File: src/rtl/reaction_round_fsm_pkg.sv
// rtl/reaction_round_fsm_pkg.sv - shared encodings for the reaction-time round and its neighbours
package reaction_round_fsm_pkg;

  // Round states; the display mux decodes these directly.
  typedef enum logic [2:0] {
    ST_IDLE   = 3'd0,
    ST_ARM    = 3'd1,
    ST_WAIT   = 3'd2,
    ST_GO     = 3'd3,
    ST_RESULT = 3'd4
  } state_t;

  // Main menu selection codes.
  localparam logic [1:0] MENU_MENU  = 2'b00;
  localparam logic [1:0] MENU_REACT = 2'b01;
  localparam logic [1:0] MENU_CHIMP = 2'b10;

  // Millisecond result width; 9999 fits a four-digit display.
  localparam int unsigned RESULT_W = 14;

  // One step of the 16-bit Fibonacci LFSR, taps 16,14,13,11.
  function automatic logic [15:0] lfsr16_next(input logic [15:0] value);
    return {value[14:0], value[15] ^ value[13] ^ value[12] ^ value[10]};
  endfunction

endpackage

File: src/rtl/reaction_round_fsm_lfsr16.sv
// rtl/reaction_round_fsm_lfsr16.sv - free-running 16-bit LFSR, also used by the chimp test
module lfsr16
  import reaction_round_fsm_pkg::*;
#(
  parameter logic [15:0] SEED = 16'hACE1
) (
  input  logic        iClock,
  input  logic        iReset,
  output logic [15:0] oValue
);

  logic [15:0] lfsr_q;

  // A zero seed would lock the register at zero forever.
  if (SEED == 16'h0000) begin : g_seed_check
    $error("lfsr16: SEED must be nonzero");
  end

  // Step every cycle from reset; a maximal-length sequence never reaches zero.
  always_ff @(posedge iClock or posedge iReset) begin
    if (iReset) begin
      lfsr_q <= SEED;
    end else begin
      lfsr_q <= lfsr16_next(lfsr_q);
    end
  end

  assign oValue = lfsr_q;

endmodule

File: src/rtl/reaction_round_fsm.sv
// rtl/reaction_round_fsm.sv - one round of the reaction-time test: random wait, go, timed press
module reaction_round_fsm
  import reaction_round_fsm_pkg::*;
#(
  parameter int unsigned CLK_HZ       = 50000000,
  parameter int unsigned MIN_DELAY_MS = 1000,
  parameter int unsigned DELAY_BITS   = 11,
  parameter int unsigned TIMEOUT_MS   = 9999,
  parameter logic [15:0] LFSR_SEED    = 16'hACE1
) (
  input  logic                iClock,
  input  logic                iReset,
  input  logic                iStart,
  input  logic                iAbort,
  input  logic                iPress,
  output logic [2:0]          oState,
  output logic                oGo,
  output logic [RESULT_W-1:0] oTimeMs,
  output logic                oDone,
  output logic                oEarly,
  output logic                oTimeout,
  output logic                oBusy
);

  localparam int unsigned MS_TICKS = CLK_HZ / 1000;
  localparam int unsigned PRESC_W  = (MS_TICKS > 1) ? $clog2(MS_TICKS) : 1;
  localparam logic [PRESC_W-1:0]  PRESC_LAST = PRESC_W'(MS_TICKS - 1);
  localparam logic [RESULT_W-1:0] MIN_DELAY  = RESULT_W'(MIN_DELAY_MS);
  localparam logic [RESULT_W-1:0] TIMEOUT    = RESULT_W'(TIMEOUT_MS);

  // Parameter sanity: the longest delay and the timeout must fit the result width.
  if (MIN_DELAY_MS + (2 ** DELAY_BITS) - 1 >= (2 ** RESULT_W)) begin : g_delay_check
    $error("reaction_round_fsm: MIN_DELAY_MS + 2**DELAY_BITS - 1 does not fit 14 bits");
  end
  if (TIMEOUT_MS >= (2 ** RESULT_W)) begin : g_timeout_check
    $error("reaction_round_fsm: TIMEOUT_MS does not fit 14 bits");
  end
  if (MS_TICKS == 0) begin : g_tick_check
    $error("reaction_round_fsm: CLK_HZ must be at least 1000");
  end
  if (DELAY_BITS == 0 || DELAY_BITS > 16) begin : g_bits_check
    $error("reaction_round_fsm: DELAY_BITS must be 1..16");
  end

  state_t              state_q;
  logic                press_q;
  logic                press_ev;
  logic [PRESC_W-1:0]  presc_q;
  logic [PRESC_W-1:0]  presc_d;
  logic [RESULT_W-1:0] ms_q;
  logic [RESULT_W-1:0] ms_d;
  logic [RESULT_W-1:0] delay_q;
  logic [RESULT_W-1:0] time_q;
  logic                go_q;
  logic                done_q;
  logic                early_q;
  logic                timeout_q;
  logic                busy_q;
  logic                ms_wrap;
  logic [15:0]         lfsr_value;
  logic                unused_lfsr_bits;

  lfsr16 #(
    .SEED   (LFSR_SEED)
  ) u_lfsr (
    .iClock (iClock),
    .iReset (iReset),
    .oValue (lfsr_value)
  );

  // Only the low DELAY_BITS feed the delay here; the rest go to other consumers.
  assign unused_lfsr_bits = ^lfsr_value;

  // Register the button every cycle so only rising edges count as presses.
  always_ff @(posedge iClock or posedge iReset) begin
    if (iReset) begin
      press_q <= 1'b0;
    end else begin
      press_q <= iPress;
    end
  end

  assign press_ev = iPress & ~press_q;

  // Millisecond timebase: prescaler wraps every MS_TICKS clocks and bumps the ms count.
  assign ms_wrap = (presc_q == PRESC_LAST);
  assign presc_d = ms_wrap ? '0 : presc_q + PRESC_W'(1);
  assign ms_d    = ms_wrap ? ms_q + RESULT_W'(1) : ms_q;

  // Round sequencer with registered outputs; abort and reset override everything.
  always_ff @(posedge iClock or posedge iReset) begin
    if (iReset) begin
      state_q   <= ST_IDLE;
      presc_q   <= '0;
      ms_q      <= '0;
      delay_q   <= '0;
      time_q    <= '0;
      go_q      <= 1'b0;
      done_q    <= 1'b0;
      early_q   <= 1'b0;
      timeout_q <= 1'b0;
      busy_q    <= 1'b0;
    end else begin
      done_q <= 1'b0;
      if (iAbort) begin
        state_q   <= ST_IDLE;
        time_q    <= '0;
        go_q      <= 1'b0;
        early_q   <= 1'b0;
        timeout_q <= 1'b0;
        busy_q    <= 1'b0;
      end else begin
        case (state_q)
          ST_IDLE: begin
            time_q    <= '0;
            early_q   <= 1'b0;
            timeout_q <= 1'b0;
            if (iStart) begin
              state_q <= ST_ARM;
              busy_q  <= 1'b1;
            end
          end

          ST_ARM: begin
            delay_q <= MIN_DELAY + RESULT_W'(lfsr_value[DELAY_BITS-1:0]);
            presc_q <= '0;
            ms_q    <= '0;
            state_q <= ST_WAIT;
          end

          ST_WAIT: begin
            presc_q <= presc_d;
            ms_q    <= ms_d;
            if (press_ev) begin
              // Jumped the gun: report an early press with no time.
              state_q <= ST_RESULT;
              early_q <= 1'b1;
              time_q  <= '0;
              done_q  <= 1'b1;
              busy_q  <= 1'b0;
            end else if (ms_q == delay_q) begin
              state_q <= ST_GO;
              presc_q <= '0;
              ms_q    <= '0;
              go_q    <= 1'b1;
            end
          end

          ST_GO: begin
            presc_q <= presc_d;
            ms_q    <= ms_d;
            if (press_ev) begin
              // Completed milliseconds only; a press on the timeout cycle still counts.
              state_q <= ST_RESULT;
              time_q  <= ms_q;
              done_q  <= 1'b1;
              go_q    <= 1'b0;
              busy_q  <= 1'b0;
            end else if (ms_q == TIMEOUT) begin
              state_q   <= ST_RESULT;
              timeout_q <= 1'b1;
              time_q    <= TIMEOUT;
              done_q    <= 1'b1;
              go_q      <= 1'b0;
              busy_q    <= 1'b0;
            end
          end

          ST_RESULT: begin
            // Hold the result; a fresh start re-arms directly without visiting IDLE.
            if (iStart) begin
              state_q   <= ST_ARM;
              early_q   <= 1'b0;
              timeout_q <= 1'b0;
              busy_q    <= 1'b1;
            end
          end

          default: begin
            state_q <= ST_IDLE;
            go_q    <= 1'b0;
            busy_q  <= 1'b0;
          end
        endcase
      end
    end
  end

  assign oState   = state_q;
  assign oGo      = go_q;
  assign oTimeMs  = time_q;
  assign oDone    = done_q;
  assign oEarly   = early_q;
  assign oTimeout = timeout_q;
  assign oBusy    = busy_q;

endmodule

File: config.mk
export PLATFORM = sky130hd
export DESIGN_NAME = reaction_round_fsm
export DESIGN_NICKNAME = d
export VERILOG_FILES = /design/src/rtl/reaction_round_fsm_pkg.sv /design/src/rtl/reaction_round_fsm_lfsr16.sv /design/src/rtl/reaction_round_fsm.sv
export SDC_FILE = /design/constraint.sdc
export NUM_CORES = 1
export LEC_CHECK = 0
export BUFFER_PORTS_ARGS = -buffer_cell sky130_fd_sc_hd__clkbuf_2
export CORE_UTILIZATION = 41
export CTS_CLUSTER_SIZE = 28
export DETAILED_ROUTE_END_ITERATION = 8
export PLACE_DENSITY_LB_ADDON = 0.15
export SYNTH_ARGS = -nofsm -noshare
export SYNTH_HDL_FRONTEND = slang
export SYNTH_HIERARCHICAL = 1
export SYNTH_SLANG_ARGS = --single-unit
File: constraint.sdc
create_clock -name iClock -period 6 [get_ports iClock]
set_clock_uncertainty 0.05 [all_clocks]
set_input_delay 0.6 -clock iClock [delete_from_list [all_inputs] [get_ports iClock]]
set_output_delay 0.6 -clock iClock [all_outputs]
set_load 0.02 [all_outputs]
==> results of run 1 <==
-- cell usage after synthesis, types with 2 or more instances --
master / number / area (um^2)
and4_1: 2 / 17.5
xnor2_1: 17 / 149
ha_1: 3 / 37.5
dfrtp_1: 73 / 1830
o21ai_0: 15 / 75.1
o41ai_1: 2 / 17.5
buf_2: 6 / 30.0
mux2i_1: 9 / 90.1
dfstp_2: 8 / 210
a21oi_1: 28 / 140
and3_1: 2 / 12.5
and4b_1: 4 / 40.0
mux2_2: 6 / 67.6
o221ai_1: 3 / 26.3
nor4_4: 2 / 42.5
nor4_1: 8 / 50.1
clkbuf_1: 9 / 33.8
nand2b_1: 6 / 37.5
nand3_1: 14 / 70.1
or3_1: 3 / 18.8
inv_1: 9 / 33.8
a22o_1: 6 / 52.6
nand4_1: 11 / 68.8
xor2_1: 26 / 228
o2111ai_1: 2 / 17.5
nand2_1: 31 / 116
nor2_1: 30 / 113
o31a_1: 2 / 17.5
nor3_1: 13 / 65.1
and2_1: 2 / 12.5
nor3b_1: 2 / 15.0
-- critical path, delay by kind of cell (launching register included) --
family / cells / cell delay [ns]
compound gates: 1 / 1.08
xor+xnor: 1 / 0.18
flops: 1 / 0.49
simple gates: 3 / 0.89
-- metal layers --
| metal | track usage [%] | vias up | part of all wire, % |
|---|---|---|---|
| met5 | 0 | - | 0 |
| met4 | 6.45 | 0 | 0.61 |
| met3 | 3.27 | 6 | 3.7 |
| met2 | 27.3 | 54 | 44 |
| met1 | 27.0 | 1363 | 52 |
| li1 | - | 1379 | - |
-- cell type report --
class	count	area, um^2
clock inverters	6	68.8
multi-input cells	267	1760
well taps	129	161
flip-flops and latches	81	2040
clock buffers	10	128
inverters	10	37.5
fillers	877	4940
repair buffers	29	153
-- worst min path at each step --
| stage | startpoint | end | depth (start not counted) |
|---|---|---|---|
| global placement | u_lfsr/oValue[14]$_DFF_PP0_ | u_lfsr/oValue[15]$_DFF_PP1_ | 0 |
| global route | iReset | u_lfsr/oValue[1]$_DFF_PP0_ | 2 |
| floorplan | u_lfsr/oValue[14]$_DFF_PP0_ | u_lfsr/oValue[15]$_DFF_PP1_ | 0 |
| detailed placement | u_lfsr/oValue[14]$_DFF_PP0_ | u_lfsr/oValue[15]$_DFF_PP1_ | 0 |
| CTS | iReset | u_lfsr/oValue[2]$_DFF_PP0_ | 2 |
| finish | iReset | u_lfsr/oValue[1]$_DFF_PP0_ | 2 |
-- logic make-up (layout without fill, tap and decap cells) --
group	count (synthesis)	in the layout	share of synthesized area, %
xor+xnor	43	43	9.57
simple gates	139	139	19.5
compound gates	67	67	10.6
buf+inv	29	55	3.59
flops	81	81	51.8
fa+ha+maj	3	3	0.954
mux	15	15	4.01
-- through the flow --
step | total power [uW] | hold slack [ns]
finish | 1200 | 0.244
global route | 1250 | 0.296
CTS | 1210 | 0.252
detailed placement | 807 | 0.294
global placement | 806 | 0.286
floorplan | 765 | 0.283
-- registers in the layout (all words and copies together) (netlist names) --
| signal | flops |
|---|---|
| oTimeout | 1 |
| presc_q | 16 |
| u_lfsr/oValue | 16 |
| oDone | 1 |
| oGo | 1 |
| oTimeMs | 14 |
| oBusy | 1 |
| press_q | 1 |
| ms_q | 14 |
| delay_q | 12 |
| oEarly | 1 |
| oState | 3 |
-- layout by cell type, fill, tap and decap left out, types with 3 or more instances in the layout --
cell and instances:
clkbuf_8 9, nor3_1 12, o221ai_1 3, nand2_1 31, nor2_1 30, and4b_1 4
ha_1 3, mux2i_1 9, o21ai_0 15, dfstp_2 8, dfrtp_1 73, nand3_1 14
a21oi_1 28, clkinvlp_4 4, mux2_2 6, xor2_1 26, clkbuf_2 26, nand2b_1 6
xnor2_1 17, inv_1 8, buf_4 3, a22o_1 6, nand4_1 11, or3_1 3
nor4_1 8
-- where the power goes --
| group | switching, uW | internal [uW] | leakage [uW] |
|---|---|---|---|
| registers | 38.8 | 570 | 0.00106 |
| logic | 123 | 64.2 | 0.000781 |
| clock network | 209 | 194 | 0.0000851 |
==> impl_metrics.ini, run 1 <==
[run_status]
status = completed

[finish]
fin_util_pct = 46.8
fin_cells = 532
design_area_um2 = 4350
area_growth_pct = 10.5
diodes = 0
final_nets = 406
drive_above_1_share_pct = 16.6

[timing]
maxSlewViolCount = 0
finalSetupTns_ns = 0
setup_viol = 0
max_clock_freq_mhz = 350
fin_ws_ns = 3.14
fin_crit_sh_pct = 47.6
min_period_ns = 2.86
rsz0062_at_grt = no
worst_slew_pin_slew_ns = 1.20
finalHoldViolCount = 0
slew_headroom_pct = 19.6

[min_path]
hold_class = in -> async

[setup_path]
cp.arrival_ns = 2.99
r2r_end = ms_q[6]$_DFFE_PP0P_
crit_slowest_cell = a31oi_1
cp-end-kind = flop
critical_path_required_ns = 6.14
crit_path_end = ms_q[6]$_DFFE_PP0P_
ff2ff_path_depth = 5
worst-r2r-setup-slack_ns = 3.14
crit_type = reg -> reg
start_kind = flop
path_cells = xor2_1 > nor4_1 > nand4_1 > a31oi_1 > nor2_1
slowest_delay_ns = 1.08
worstPathMaxFanout = 12
r2r_start = ms_q[4]$_DFFE_PP0P_
crit_start = ms_q[4]$_DFFE_PP0P_

[global_routing]
grt_pass1_wl_um = 14200
grtUsageTotal_pct = 18.4
grt_antenna_before_repair = 0
grt_pass1_vias = 2786
grt_max_degree = 66
grt-ovfl-total = 0

[drt]
drc = 0
via_per_inst = 5.27
drtAntennaViolNets = 0
vias = 2802
drt_iter0_drc = 174
wl_per_cell_um = 15.8
drt_first_pass_iters = 5
routed_wl_um = 8400

[yosys]
yosysSeqAreaShare_pct = 51.8
syn_inst = 377
synth_cell_types = 54
syn_area_per_cell_um2 = 10.4
synth_edf_count = 0
synth-seq-cells = 81
async_flop_share_pct = 100
syn_nets = 385
syn-cell-area_um2 = 3930
ys.flop_type = dfrtp_1
ys_warn_count = 6

[cts]
cts-root-buf = clkbuf_8
clk_latency_ns = 0.35
cts_htree_levels = 3
cts_resized = 0
cts.sinks = 81
clk_pin_slew_worst_paths_ns = 0.09
cts_made_buffers = 9
postCtsSetupRepairBufs = 0
cts_max_path_buffers = 2
cts-hold-fix-buffers = 0
cts_tree = yes

[flow_run]
cap_violations = 0

[floorplan]
die-area_um2 = 9990
initial_core_util_pct = 42.4
coreArea_um2 = 9280
io_pins = 27
rows = 35
die_x_um = 100
die_h_um = 100

[power]
p_per_area_nw_per_um2 = 276
ir_drop_mv = 0.134
p_leak_uw = 0.00193

[placed_design]
placed_cell_area_um2 = 4150
io_buffers = 26
gp_congestion = 0.807
place_ws_ns = 3.18
dp.cells = 516
dp_hpwl_um = 5680
Note: power is estimated with default switching activity, not from simulation.
==> run 2, diff against run 1 <==
--- a/config.mk
+++ b/config.mk
@@ -5,6 +5,7 @@
 export SDC_FILE = /design/constraint.sdc
 export NUM_CORES = 1
 export LEC_CHECK = 0
+export ABC_AREA = 1
 export BUFFER_PORTS_ARGS = -buffer_cell sky130_fd_sc_hd__clkbuf_2
 export CORE_UTILIZATION = 41
 export CTS_CLUSTER_SIZE = 28
==> constraint.sdc (replaced) <==
create_clock -name iClock -period 2.8 [get_ports iClock]
set_clock_uncertainty 0.05 [all_clocks]
set_input_delay 0.28 -clock iClock [delete_from_list [all_inputs] [get_ports iClock]]
set_output_delay 0.28 -clock iClock [all_outputs]
set_load 0.02 [all_outputs]
==> run 2 against run 1 <==
Compared with the run above:
- cell count grew 35%
- critical path depth grew 2
- combinational power grew to 4.3 times the previous value
- final area grew 11%
- synthesized area grew 12%
- die area grew 12%
- sequential power grew 120%
- non-clock buffer count grew 1
- global-route usage grew 0.053 points
- critical endpoint is now oTimeMs[8]$_DFFE_PP0P_
==> impl_metrics.ini, run 2 <==
[finish]
diodes = 0
area_growth_pct = 9.41
fill_cells = 1044
final_common_cell = nand2_1
final_cell_mix = nand2_1 (143), dfrtp_1 (73), inv_1 (55)
multi_input_area_um2 = 2010
drive_above_1_share_pct = 20.8
fin_util_pct = 46.6
register_area_um2 = 2040
final_nets = 584
fin_cells = 717

[setup_path]
path_cells = nor2_2 > nand2_2 > nor2_2 > nand3_2 > nand2_2 > nand2_1 > o21ai_2
crit_type = reg -> reg
start_kind = flop
worstPathMaxFanout = 22
cp-end-kind = flop
ff2ff_path_depth = 7
crit_slowest_cell = dfrtp_1
critical_path_buf_inv_count = 0
crit_family = simple AND/OR/NAND/NOR gates
critical_path_required_ns = 3.03
slowest_delay_ns = 0.48
r2r_start = oState[2]$_DFFE_PP0P_
cp.arrival_ns = 2.34
cp.depth = 7
crit_start = oState[2]$_DFFE_PP0P_

[cts]
cts_htree_levels = 3
cts.sinks = 81
clk_latency_ns = 0.35
cts_made_buffers = 9
cts_max_path_buffers = 2
clk_pin_slew_worst_paths_ns = 0.08
cts_resized = 0
cts-hold-fix-buffers = 2
cts_tree = yes
cts-root-buf = clkbuf_8
postCtsSetupRepairBufs = 0

[global_routing]
grt_pass1_wl_um = 16200
grt_pass1_vias = 3439
grt_antenna_before_repair = 0
grt_max_degree = 34
grt-ovfl-total = 0
grtUsageTotal_pct = 18.4

[floorplan]
coreArea_um2 = 10400
die_h_um = 106
io_pins = 27
initial_core_util_pct = 42.6
rows = 37
die-area_um2 = 11200
die_x_um = 106

[yosys]
synth_area_leaders = dfrtp_1 (41%), nand2_1 (12%), nand3_1 (5.0%), dfstp_2 (4.8%), inv_1 (4.8%)
yosysTopAreaCellShare_pct = 41.4
ys.flop_type = dfrtp_1
synth_edf_count = 0
synth-seq-cells = 81
syn_inst = 547
synth_top_area_cell = dfrtp_1
syn_area_per_cell_um2 = 8.07
syn-cell-area_um2 = 4410
netlist_top_cells_count = nand2_1 (143), dfrtp_1 (73), inv_1 (56), nand3_1 (44), nor2_1 (41)
yosysMostFrequentCell = nand2_1
yosysSeqAreaShare_pct = 46.1
synth_cell_types = 43
syn_nets = 555
ys_warn_count = 6
async_flop_share_pct = 100

[placed_design]
dp_hpwl_um = 6830
dp.cells = 699
place_ws_ns = 0.687
io_buffers = 26
gp_congestion = 0.857

[timing]
finalSetupTns_ns = 0
fin_crit_sh_pct = 75.1
hold-worst-slack_ns = 0.210
fin_ws_ns = 0.696
maxSlewViolCount = 0
worst_slew_pin_slew_ns = 0.704
finalHoldViolCount = 0
rsz0062_at_grt = no
max_clock_freq_mhz = 475
slew_headroom_pct = 53.0
setup_viol = 0
min_period_ns = 2.10

[drt]
wl_per_cell_um = 12.8
drt_first_pass_iters = 4
drt_iter0_drc = 129
vias = 3537
drc = 0
routed_wl_um = 9170
via_per_inst = 4.93
drtAntennaViolNets = 0

[power]
p_leak_uw = 0.00229
p_per_area_nw_per_um2 = 599
ir_drop_mv = 0.250

[min_path]
hold_class = in -> reg
whs_path_depth = 4
min_from = iStart

[run_status]
status = completed

[flow_run]
cap_violations = 0
## run 2: cell count changes after synthesis, sizes merged, moves of 9 or more
| cell | before | now |
|---|---|---|
| nor2 | 30 | 54 |
| inv | 9 | 72 |
| nand2 | 31 | 157 |
| xnor2 | 17 | 3 |
| xor2 | 26 | 10 |
| clkbuf | 10 | 1 |
| nand3 | 14 | 47 |
| a21oi | 28 | 14 |
| o21ai | 16 | 55 |
| mux2i | 9 | 0 |
## run 2: layer usage
layer	GRT usage (%)	share of wire, %
met5	0	0
met4	6.94	1.5
met3	3.83	4.0
met2	29.7	46
met1	24.4	48
## run 2: logic make-up after synthesis
family / synth area share [%]
buf+inv: 8.36
simple gates: 31.3
xor+xnor: 2.58
compound gates: 10.7
flops: 46.1
fa+ha+maj: 0.850
## run 2: worst reg2reg max path, delay by kind of cell (launching register included)
family,cells,cell delay [ns]
and+or+nand+nor,6,1.44
DFF,1,0.48
AOI/OAI and AO/OA,1,0.08
## run 2: power by group
part / internal (uW) / switching (uW) / total [uW]
Combinational: 216 / 594 / 810
Sequential: 1260 / 81.0 / 1340
Clock: 319 / 420 / 739
Total: 1800 / 1090 / 2890
## run 2: metrics by stage
step           power [uW]  area, um^2
2_1_floorplan        2040        4410
3_3_place_gp         2170        4650
3_5_place_dp         2180        4650
4_1_cts              2930        4830
5_1_grt              3080        4830
6_report             2890        4830
## run 2: final timing paths
kind	end	slack, ns
setup / recovery	oTimeMs[8]$_DFFE_PP0P_	0.70
hold / removal	oState[2]$_DFFE_PP0P_	0.21
setup reg to reg	oTimeMs[8]$_DFFE_PP0P_	0.70
hold reg to reg	u_lfsr/oValue[15]$_DFF_PP1_	0.31
max in group asynchronous	presc_q[2]$_DFFE_PP0P_	1.53
min in group asynchronous	u_lfsr/oValue[9]$_DFF_PP0_	0.49
## run 2: area by class of cell
type                    instances  share of cell area, %
clock buffers                  11                   2.72
flip-flops and latches         81                   42.2
inverters                      72                   5.65
repair buffers                 30                   3.68
clock inverters                 5                  0.674
well taps                     136                   3.52
multi-input cells             382                   41.6
==> run 3, diff against run 2 <==
==> constraint.sdc (replaced) <==
create_clock -name iClock -period 1.9 [get_ports iClock]
set_clock_uncertainty 0.05 [all_clocks]
set_input_delay 0.19 -clock iClock [delete_from_list [all_inputs] [get_ports iClock]]
set_output_delay 0.19 -clock iClock [all_outputs]
set_load 0.02 [all_outputs]
==> run 3 against run 2 <==
Compared with the run above:
- hold slack worse by 0.10 ns
- global-route usage grew 0.12 points
- core utilization rose by 1.8 points
- clock power grew 77%
- largest cell class unchanged
- highest routed layer unchanged
==> impl_metrics.ini, run 3 (synthesis results as in run 2) <==
[setup_path]
crit_start = oState[2]$_DFFE_PP0P_
ff2ff_path_depth = 6
cp.arrival_ns = 1.99
critical_path_required_ns = 2.09
start_kind = flop
r2r_end = presc_q[10]$_DFFE_PP0P_
worst-r2r-setup-slack_ns = 0.10
crit_path_end = presc_q[10]$_DFFE_PP0P_
worstPathMaxFanout = 14
crit_type = reg -> reg
cp-end-kind = flop
r2r_start = oState[2]$_DFFE_PP0P_

[placed_design]
placed_cell_area_um2 = 4750
dp_hpwl_um = 6780
io_buffers = 26
dp.cells = 713
gp_congestion = 0.879

[cts]
cts.sinks = 81
clk_latency_ns = 0.36
cts_tree = yes
clk_pin_slew_worst_paths_ns = 0.08
cts_htree_levels = 3
cts_max_path_buffers = 2
cts_made_buffers = 9
cts-root-buf = clkbuf_8

[floorplan]
coreArea_um2 = 10400
initial_core_util_pct = 42.6
io_pins = 27
die_h_um = 106
die_x_um = 106
rows = 37
die-area_um2 = 11200

[timing]
setup_viol = 0
max_clock_freq_mhz = 556
fin_crit_sh_pct = 94.6
min_period_ns = 1.80
finalHoldViolCount = 0
slew_headroom_pct = 62.5
worst_slew_pin_slew_ns = 0.562
maxSlewViolCount = 0

[finish]
register_area_um2 = 2040
drive_above_1_share_pct = 23.6
area_growth_pct = 13.7
final_cell_mix = nand2_1 (143), dfrtp_1 (71), inv_1 (55)
fill_cells = 1016
diodes = 0
fin_cells = 733
design_area_um2 = 5020
final_nets = 600
final_common_cell = nand2_1
multi_input_area_um2 = 2030

[drt]
drt_first_pass_iters = 4
drtAntennaViolNets = 0
routed_wl_um = 9290
via_per_inst = 4.93
vias = 3612
drt_iter0_drc = 170
drc = 0
wl_per_cell_um = 12.7

[power]
ir_drop_mv = 0.393
p_per_area_nw_per_um2 = 909
p_leak_uw = 0.00240
power_uw = 4560

[flow_run]
cap_violations = 0

[global_routing]
grt_pass1_wl_um = 16400
grt-ovfl-total = 0
grtUsageTotal_pct = 18.6
grt_pass1_vias = 3499
grt_max_degree = 66
grt_antenna_before_repair = 0

[run_status]
status = completed

[min_path]
hold_class = in -> reg
min_from = iStart
## run 3: changes by cell type in the layout (fill, tap and decap cells not counted), moves of 2 or more
cell / change
dfrtp_2: +2
clkinvlp_4: -2
dfrtp_1: -2
buf_4: +16
clkbuf_8: +2
## run 3: repair_timing
action,4_1_cts,5_1_grt
hold endpoints to repair,74,0
buffers inserted,0,2
endpoints found under the setup margin,7,13
pin swaps,0,1
hold buffers,2,0
gates resized for setup,2,4
## run 3: area by class of cell
class	instances	share of cell area, %
multi-input cells	382	40.5
inverters	72	5.44
well taps	136	3.39
clock inverters	4	1.02
repair buffers	46	5.93
flip-flops and latches	81	40.6
clock buffers	12	3.09
## run 3: worst min path at each step
stage	to	slack (ns)	cells after the start
global placement	u_lfsr/oValue[4]$_DFF_PP0_	0.22	2
detailed placement	u_lfsr/oValue[3]$_DFF_PP0_	0.23	2
global route	oState[2]$_DFFE_PP0P_	0.12	4
finish	oState[2]$_DFFE_PP0P_	0.11	4
CTS	oState[2]$_DFFE_PP0P_	0.10	4
floorplan	u_lfsr/oValue[12]$_DFF_PP0_	0.05	1
## run 3: critical path, stage by stage (launching register included)
cell and delay (ns):
dfrtp_2 0.48, nor2_2 0.22, nand2_4 0.18, inv_2 0.28, buf_4 0.21, buf_4 0.18, a21oi_2 0.07
## run 3: metal layers
layer  global-route usage, %  vias up  wire length (um)
met5                       0        -                 0
met4                    9.42        0               276
met3                    3.46       26               301
met2                    29.7       76              4190
met1                    23.9     1655              4520
li1                        -     1855                 -
## run 3: power breakdown
part	total [uW]	internal, uW	switching [uW]
combinational	1290	382	910
clock	1310	680	629
sequential	1960	1860	102
total	4560	2920	1640
## run 3: per-stage QoR
stage               worst slack, ns  setup TNS [ns]  hold WS [ns]  util (%)
global placement             0.0245               0         0.216      45.8
detailed placement          -0.0133         -0.0224         0.228      45.8
global route              -0.000777       -0.000777         0.119      48.4
CTS                          0.0711               0         0.101      48.1
finish                        0.102               0         0.108      48.4
floorplan                    0.0335               0        0.0480         -
